**config.mk**
```make
export PLATFORM = sky130hd
export DESIGN_NAME = ri5cy_ahb_master
export DESIGN_NICKNAME = d
export VERILOG_FILES = /design/src/rtl/ri5cy_ahb_master.sv
export SDC_FILE = /design/constraint.sdc
export NUM_CORES = 1
export LEC_CHECK = 0
export ABC_CLOCK_PERIOD_IN_PS = 1870
export BUFFER_PORTS_ARGS = -buffer_cell sky130_fd_sc_hd__buf_4
export CAP_MARGIN = 5
export CORE_ASPECT_RATIO = 1.75
export CORE_MARGIN = 4
export CORE_UTILIZATION = 30
export CTS_CLUSTER_DIAMETER = 40
export DETAILED_ROUTE_END_ITERATION = 10
export PLACE_DENSITY = 0.75
export SLEW_MARGIN = 15
export SYNTH_ARGS = -nofsm -noshare
export SYNTH_HDL_FRONTEND = slang
export SYNTH_SLANG_ARGS = --single-unit
```
**constraint.sdc**
```tcl
create_clock -name clk -period 1.87 [get_ports clk]
set_clock_uncertainty 0.05 [all_clocks]
set_input_delay 0.187 -clock clk [delete_from_list [all_inputs] [get_ports clk]]
set_output_delay 0.187 -clock clk [all_outputs]
set_load 0.01 [all_outputs]
```
**src/rtl/ri5cy_ahb_master.sv**
```systemverilog
// RI5CY req/gnt/rvalid to AHB-Lite single-transfer initiator with pipelined address/data phases.
// Optional registered response path: define RI5CY_AHB_RSP_REG_EN.
module ri5cy_ahb_master #(
  parameter int unsigned AHB_ADDR_WIDTH = 32,
  parameter int unsigned AHB_DATA_WIDTH = 32,
  parameter logic [3:0]  HPROT_VAL      = 4'b0011
) (
  input  logic                      clk,
  input  logic                      rstn,
  input  logic                      req_i,
  input  logic [AHB_ADDR_WIDTH-1:0] addr_i,
  input  logic                      we_i,
  input  logic [3:0]                be_i,
  input  logic [AHB_DATA_WIDTH-1:0] wdata_i,
  output logic                      gnt_o,
  output logic                      rvalid_o,
  output logic [AHB_DATA_WIDTH-1:0] rdata_o,
  output logic                      err_o,
  output logic [AHB_ADDR_WIDTH-1:0] haddr_o,
  output logic                      hwrite_o,
  output logic [2:0]                hsize_o,
  output logic [2:0]                hburst_o,
  output logic [3:0]                hprot_o,
  output logic [1:0]                htrans_o,
  output logic                      hmastlock_o,
  output logic [AHB_DATA_WIDTH-1:0] hwdata_o,
  input  logic [AHB_DATA_WIDTH-1:0] hrdata_i,
  input  logic                      hready_i,
  input  logic                      hresp_i
);

  typedef enum logic [1:0] {IDLE, DATA, ERR} state_e;

  state_e                    state_q;
  logic [AHB_DATA_WIDTH-1:0] hwdata_q;
  logic                      we_q;
  logic [2:0]                size;
  logic [1:0]                off;
  logic                      nonseq;
  logic                      done;
  logic                      rspErr;
  logic [AHB_DATA_WIDTH-1:0] rdata_d;
  logic                      unused_addr;

  assign unused_addr = ^addr_i[1:0];

  always_comb begin
    size = 3'b010;
    off  = 2'd0;
    case (be_i)
      4'b1111: begin size = 3'b010; off = 2'd0; end
      4'b0011: begin size = 3'b001; off = 2'd0; end
      4'b1100: begin size = 3'b001; off = 2'd2; end
      4'b0001: begin size = 3'b000; off = 2'd0; end
      4'b0010: begin size = 3'b000; off = 2'd1; end
      4'b0100: begin size = 3'b000; off = 2'd2; end
      4'b1000: begin size = 3'b000; off = 2'd3; end
      default: begin size = 3'b010; off = 2'd0; end
    endcase
  end

  // The first ERROR cycle withdraws any pending address phase.
  assign nonseq   = req_i & rstn & (state_q != ERR) & ~((state_q == DATA) & hresp_i);
  assign gnt_o    = nonseq & hready_i;
  assign htrans_o = nonseq ? 2'b10 : 2'b00;
  assign haddr_o  = {addr_i[AHB_ADDR_WIDTH-1:2], off};
  assign hwrite_o = we_i;
  assign hsize_o  = size;
  assign hburst_o    = 3'b000;
  assign hprot_o     = HPROT_VAL;
  assign hmastlock_o = 1'b0;
  assign hwdata_o    = hwdata_q;

  assign done    = rstn & hready_i & (state_q != IDLE);
  assign rspErr  = (state_q == ERR) | ((state_q == DATA) & hresp_i);
  assign rdata_d = we_q ? '0 : hrdata_i;

  always_ff @(posedge clk) begin
    if (!rstn) begin
      state_q  <= IDLE;
      hwdata_q <= '0;
      we_q     <= 1'b0;
    end else begin
      if (gnt_o) begin
        hwdata_q <= wdata_i;
        we_q     <= we_i;
      end
      case (state_q)
        IDLE: state_q <= gnt_o ? DATA : IDLE;
        DATA: begin
          if (hready_i)     state_q <= gnt_o ? DATA : IDLE;
          else if (hresp_i) state_q <= ERR;
          else              state_q <= DATA;
        end
        ERR:     state_q <= hready_i ? IDLE : ERR;
        default: state_q <= IDLE;
      endcase
    end
  end

`ifdef RI5CY_AHB_RSP_REG_EN
  logic                      rvalid_q;
  logic [AHB_DATA_WIDTH-1:0] rdata_q;
  logic                      err_q;

  always_ff @(posedge clk) begin
    if (!rstn) begin
      rvalid_q <= 1'b0;
      rdata_q  <= '0;
      err_q    <= 1'b0;
    end else begin
      rvalid_q <= done;
      rdata_q  <= done ? rdata_d : '0;
      err_q    <= done & rspErr;
    end
  end

  assign rvalid_o = rvalid_q;
  assign rdata_o  = rdata_q;
  assign err_o    = err_q;
`else
  assign rvalid_o = done;
  assign rdata_o  = rdata_d;
  assign err_o    = done & rspErr;
`endif

endmodule
```
# --- Word level (Yosys, flattened, before mapping) ---
# Cells that the tools add are included.
totals:
  regBits: 35
  latchBits: 0
  ramBits: 0
  romBits: 0
  in_bits: 106
  out_inout_bits: 113
  elab_cells: 36
  memories: 0
op_classes:
  add_sub_neg: 0
  mul: 0
  div: 0
  order_cmp: 0
  eq_ne: 9
  n_shift: 0
  n_mux: 9
  bitwise_logic: 10
  n_reduce_logical: 5
op_table:
  columns: ["cell", "count"]
  rows:
  - ["$mux W32", 1]
  - ["$pmux W2 S3", 2]
  - ["$and A1 B1 Y1", 8]
  - ["$eq A4 B2 Y1 const B", 2]
  - ["$eq A4 B4 Y1 const B", 2]
  - ["$mux W2", 4]
  - ["$eq A4 B1 Y1 const B", 1]
  - ["$eq A4 B3 Y1 const B", 1]
  - ["$pmux W2 S2", 1]
  - ["$reduce_or A2 Y1", 2]
  - ["$reduce_or A4 Y1", 1]
  - ["$eq A2 B1 Y1 const B", 1]
  - ["$eq A2 B2 Y1 const B", 1]
  - ["$logic_not A2 Y1", 1]
  - ["$ne A2 B2 Y1 const B", 1]
  - ["$reduce_bool A2 Y1", 1]
  - ["$mux W1", 1]
  - ["$not A1 Y1", 1]
  - ["$or A1 B1 Y1", 1]

# --- Logic depth before layout (Yosys ltp) ---
depth:
  word_depth: 8
  mapped_depth: 4
  ltp_nobuf: 3

# --- Least setup slack after synthesis ---
# OpenSTA, ideal clock, no wires.
synth_timing:
  kind: "reg2reg"
  start: "register state_q[1]"
  end: "register hwdata_q[0] (netlist: hwdata_o[0])"
  setup_time_ps: 72
  t_arrival_ps: 1302
  required_time_ps: 1748
  slack_ps: 447
  stages_incl_launch_ff: 5
  n_path_buf: 1
  synth_period_minus_slack_ps: 1423
  path_cell_list: "dfxtp_1 > and3b_2 > nor3_4 > buf_8 > mux2i_1"
synth_between:
  elab_chain_len: 5
  elab_cells_between_ends: 7
  classes_between: "2 x eq/ne; 5 x bitwise"
synth_lines:
  columns: ["item", "line", "text"]
  rows:
  - ["from (decl)", "34", "state_e state_q;"]
  - ["from (signal assigned)", "89", "IDLE: state_q <= gnt_o ? DATA : IDLE;"]
  - ["from (signal assigned)", "91", "if (hready_i) state_q <= gnt_o ? DATA : IDLE;"]
  - ["from (signal assigned)", "95", "ERR: state_q <= hready_i ? IDLE : ERR;"]
  - ["$eq A2 B1 Y1", "63", "assign nonseq = req_i & rstn & (state_q != ERR) & ~((state_q == DATA) & hresp_i);"]
  - ["$and A1 B1 Y1", "63", null]
  - ["$not A1 Y1", "63", null]
  - ["$and A1 B1 Y1 (*)", "63", null]
  - ["$and A1 B1 Y1 (*)", "64", "assign gnt_o = nonseq & hready_i;"]
  - ["to (signal assigned)", "85", "hwdata_q <= wdata_i;"]
  - ["to (decl)", "35", "logic [AHB_DATA_WIDTH-1:0] hwdata_q;"]
# Mark *: on every way between the ends. The rest lies on a longest branch, timed or not.
# A chain may end at the register's enable or synchronous reset.

# --- Worst setup path after layout ---
layout_timing:
  start: "register state_q[1]"
  end: "output port gnt_o"
layout_between:
  elab_chain_len: 5
  elab_cells_between_ends: 7
  classes_between: "2 x eq/ne; 5 x bitwise"
layout_lines:
  columns: ["item", "line", "text"]
  rows:
  - ["$eq A2 B1 Y1", "63", null]
  - ["$and A1 B1 Y1", "63", null]
  - ["$not A1 Y1", "63", null]
  - ["$and A1 B1 Y1 (*)", "63", null]
  - ["$and A1 B1 Y1 (*)", "64", null]
  - ["to (decl)", "15", "output logic gnt_o,"]
# Marked as above.

==> flow_summary.toml <==
[placement]
place_area_sq_um = 2910
place_congestion = 0.750
port-buffer-count = 146
placed_cells = 434
hpwl_um = 5840
place_ws_ps = 431

[die]
chipHeight_um = 117
start_util_pct = 31.0
ios = 219
die_x_um = 70.3
rows = 39
coreArea_sq_um = 6590
dieArea_sq_um = 8230

[synth]
synth-seq-area-share_pct = 34.4
synth.distinct_cells = 21
ys_warn_count = 0
ys_ff_latch = 35
syn_inst = 250
syn_area_per_cell_sq_um = 8.16
synth_area_sq_um = 2040

[grt]
grt_max_degree = 45
antenna_found_initial = 0
grt_pass1_vias = 1995
grt_usage_pct = 16.9
grt_pass1_wl_um = 10500
grt_remaining_overflow = 0

[power]
total_power_mw = 2.11
leakage_nw = 1.51
ir_worst_vdd_v = 0.000748
p_per_area_nw_per_um2 = 692

[detailed_routing]
route.met3.wl_um = 948
drt_iter0_drc = 51
ant_nets = 0
viasPerCell = 4.40
firstDrtPassIters = 4
wirelength_um = 7020
top_layer_used = "met4"
m1WireLength_um = 2710
wl_met2_um = 3030
dr_total_vias = 1947
wl_per_cell_um = 15.9
drc = 0

[setup_path]
cp_slowest_stage_delay_ps = 350
cp.buffers_inverters = 1
path_cells = "and3b_2, nor2_1, and4_1, buf_4"
crit_slowest_cell = "dfxtp_1"
cp_top_family = "simple AND/OR/NAND/NOR gates"
worst_ep_arrival_time_ps = 1430
worstSetupStartpointType = "flop"
critical_path_class = "reg -> out"
endpoint_kind = "output port"
required_ps = 1630
worstPathMaxFanout = 4

[cells_and_area]
register_area_sq_um = 701
final_area_sq_um = 3050
num_antenna_cells = 0
fillers = 667
syn_to_final_growth_pct = 49.5
layout.nets = 465
multiInputGateArea_sq_um = 967
fin_util_pct = 46.3
finalNonFillerCells = 442
drive_above_1_share_pct = 44.4

[sta]
final_max_slew_viol_count = 0
finalSetupViolCount = 0
rsz0062_at_grt = "false"
fin_crit_sh_pct = 89.1
period_minus_slack_ps = 1670
final_hold_viol_count = 0
fmax_mhz = 600
tns_ps = 0
fin_ws_ps = 204
whs_ps = 53.2

[cts]
clk_latency_ps = 280
ctsHoldBuffers = 0
cts-buffers-inserted = 5
cts_buffer_depth = 2
cts.repair.resized = 0
clk_pin_slew_ps = 50
htreeDepth = 2
post-cts-setup-buffer-count = 0
cts_sinks = 35
cts_tree = "done"
clockRootBuffer = "clkbuf_16"

[hold_path]
hold_path.class = "in -> reg"

[run_status]
outcome = "finished clean"

[flow_run]
drv_cap = 0
==> where the power goes <==
group          internal (mW)  total [mW]  leakage, nW  switching [mW]
Clock                  0.485       0.781       0.0733           0.296
Combinational          0.285       0.522         1.15           0.237
Sequential             0.786       0.807        0.286          0.0210
Total                   1.56        2.11         1.51           0.555
==> final cells by class <==
class	instances	area share, %
timing repair buffer	150	37.3
multi-input combinational	167	31.7
sequential	35	23.0
clock buffer	5	4.10
tap	82	3.36
clock inverter	3	0.492
==> cell families (layout without fill, tap and decap cells) <==
family | count (synthesis) | after routing | share of synthesized area (%)
and+or+nand+nor | 122 | 122 | 28.7
buffers and inverters | 56 | 158 | 19.7
DFF | 35 | 35 | 34.4
muxes | 33 | 33 | 16.2
other | 2 | 10 | 0.368
AOI/OAI and AO/OA | 1 | 1 | 0.245
xor gates and xnor gates | 1 | 1 | 0.430
==> metal layers <==
metal / vias to the layer above / global-route usage [%]
met3: 34 / 8.55
met2: 117 / 24.9
met4: 0 / 10.4
met5: - / 0
li1: 949 / -
met1: 847 / 19.5
==> state kept, by name, summed over array words and instances, names as in the netlist <==
signal	count
hwdata_o	32
state_q	2
we_q	1
==> final timing paths <==
kind	from	end	slack, ps	cells past startpoint
worst max-delay path	state_q[1]	gnt_o	200	4
worst min-delay path	hready_i	state_q[1]	50	2
worst max register to register	state_q[1]	hwdata_o[19]	440	4
worst min register to register	hwdata_o[23]	hwdata_o[23]	410	2
==> layout by cell type, fill, tap and decap left out <==
master / instances
and4_1: 1
nand3b_1: 1
nor3_1: 3
nor3b_1: 1
a21oi_1: 1
or2b_1: 1
nand2_1: 70
and3b_2: 1
and3_1: 1
xnor2_1: 1
buf_12: 1
and2b_1: 1
nor3_4: 1
mux2i_1: 33
dfxtp_1: 35
nor2_1: 7
buf_4: 149
conb_1: 10
clkinv_2: 3
clkbuf_16: 5
nand3_1: 2
nor2b_1: 32
==> Yosys cell counts <==
cell	instances	area share, %
and3b_2	1	0.49
xnor2_1	1	0.43
or2b_1	1	0.37
nand3_1	2	0.49
nor2_1	7	1.3
nor3_4	1	0.80
buf_8	3	2.2
buf_4	42	15
nor2b_1	32	9.8
dfxtp_1	35	34
conb_1	2	0.37
nand3b_1	1	0.37
clkbuf_1	11	2.0
nor3b_1	1	0.37
nand2_1	70	13
and4_1	1	0.43
and3_1	1	0.31
mux2i_1	33	16
and2b_1	1	0.37
a21oi_1	1	0.25
nor3_1	3	0.74
No activity file was read; power rests on OpenSTA's default activity.
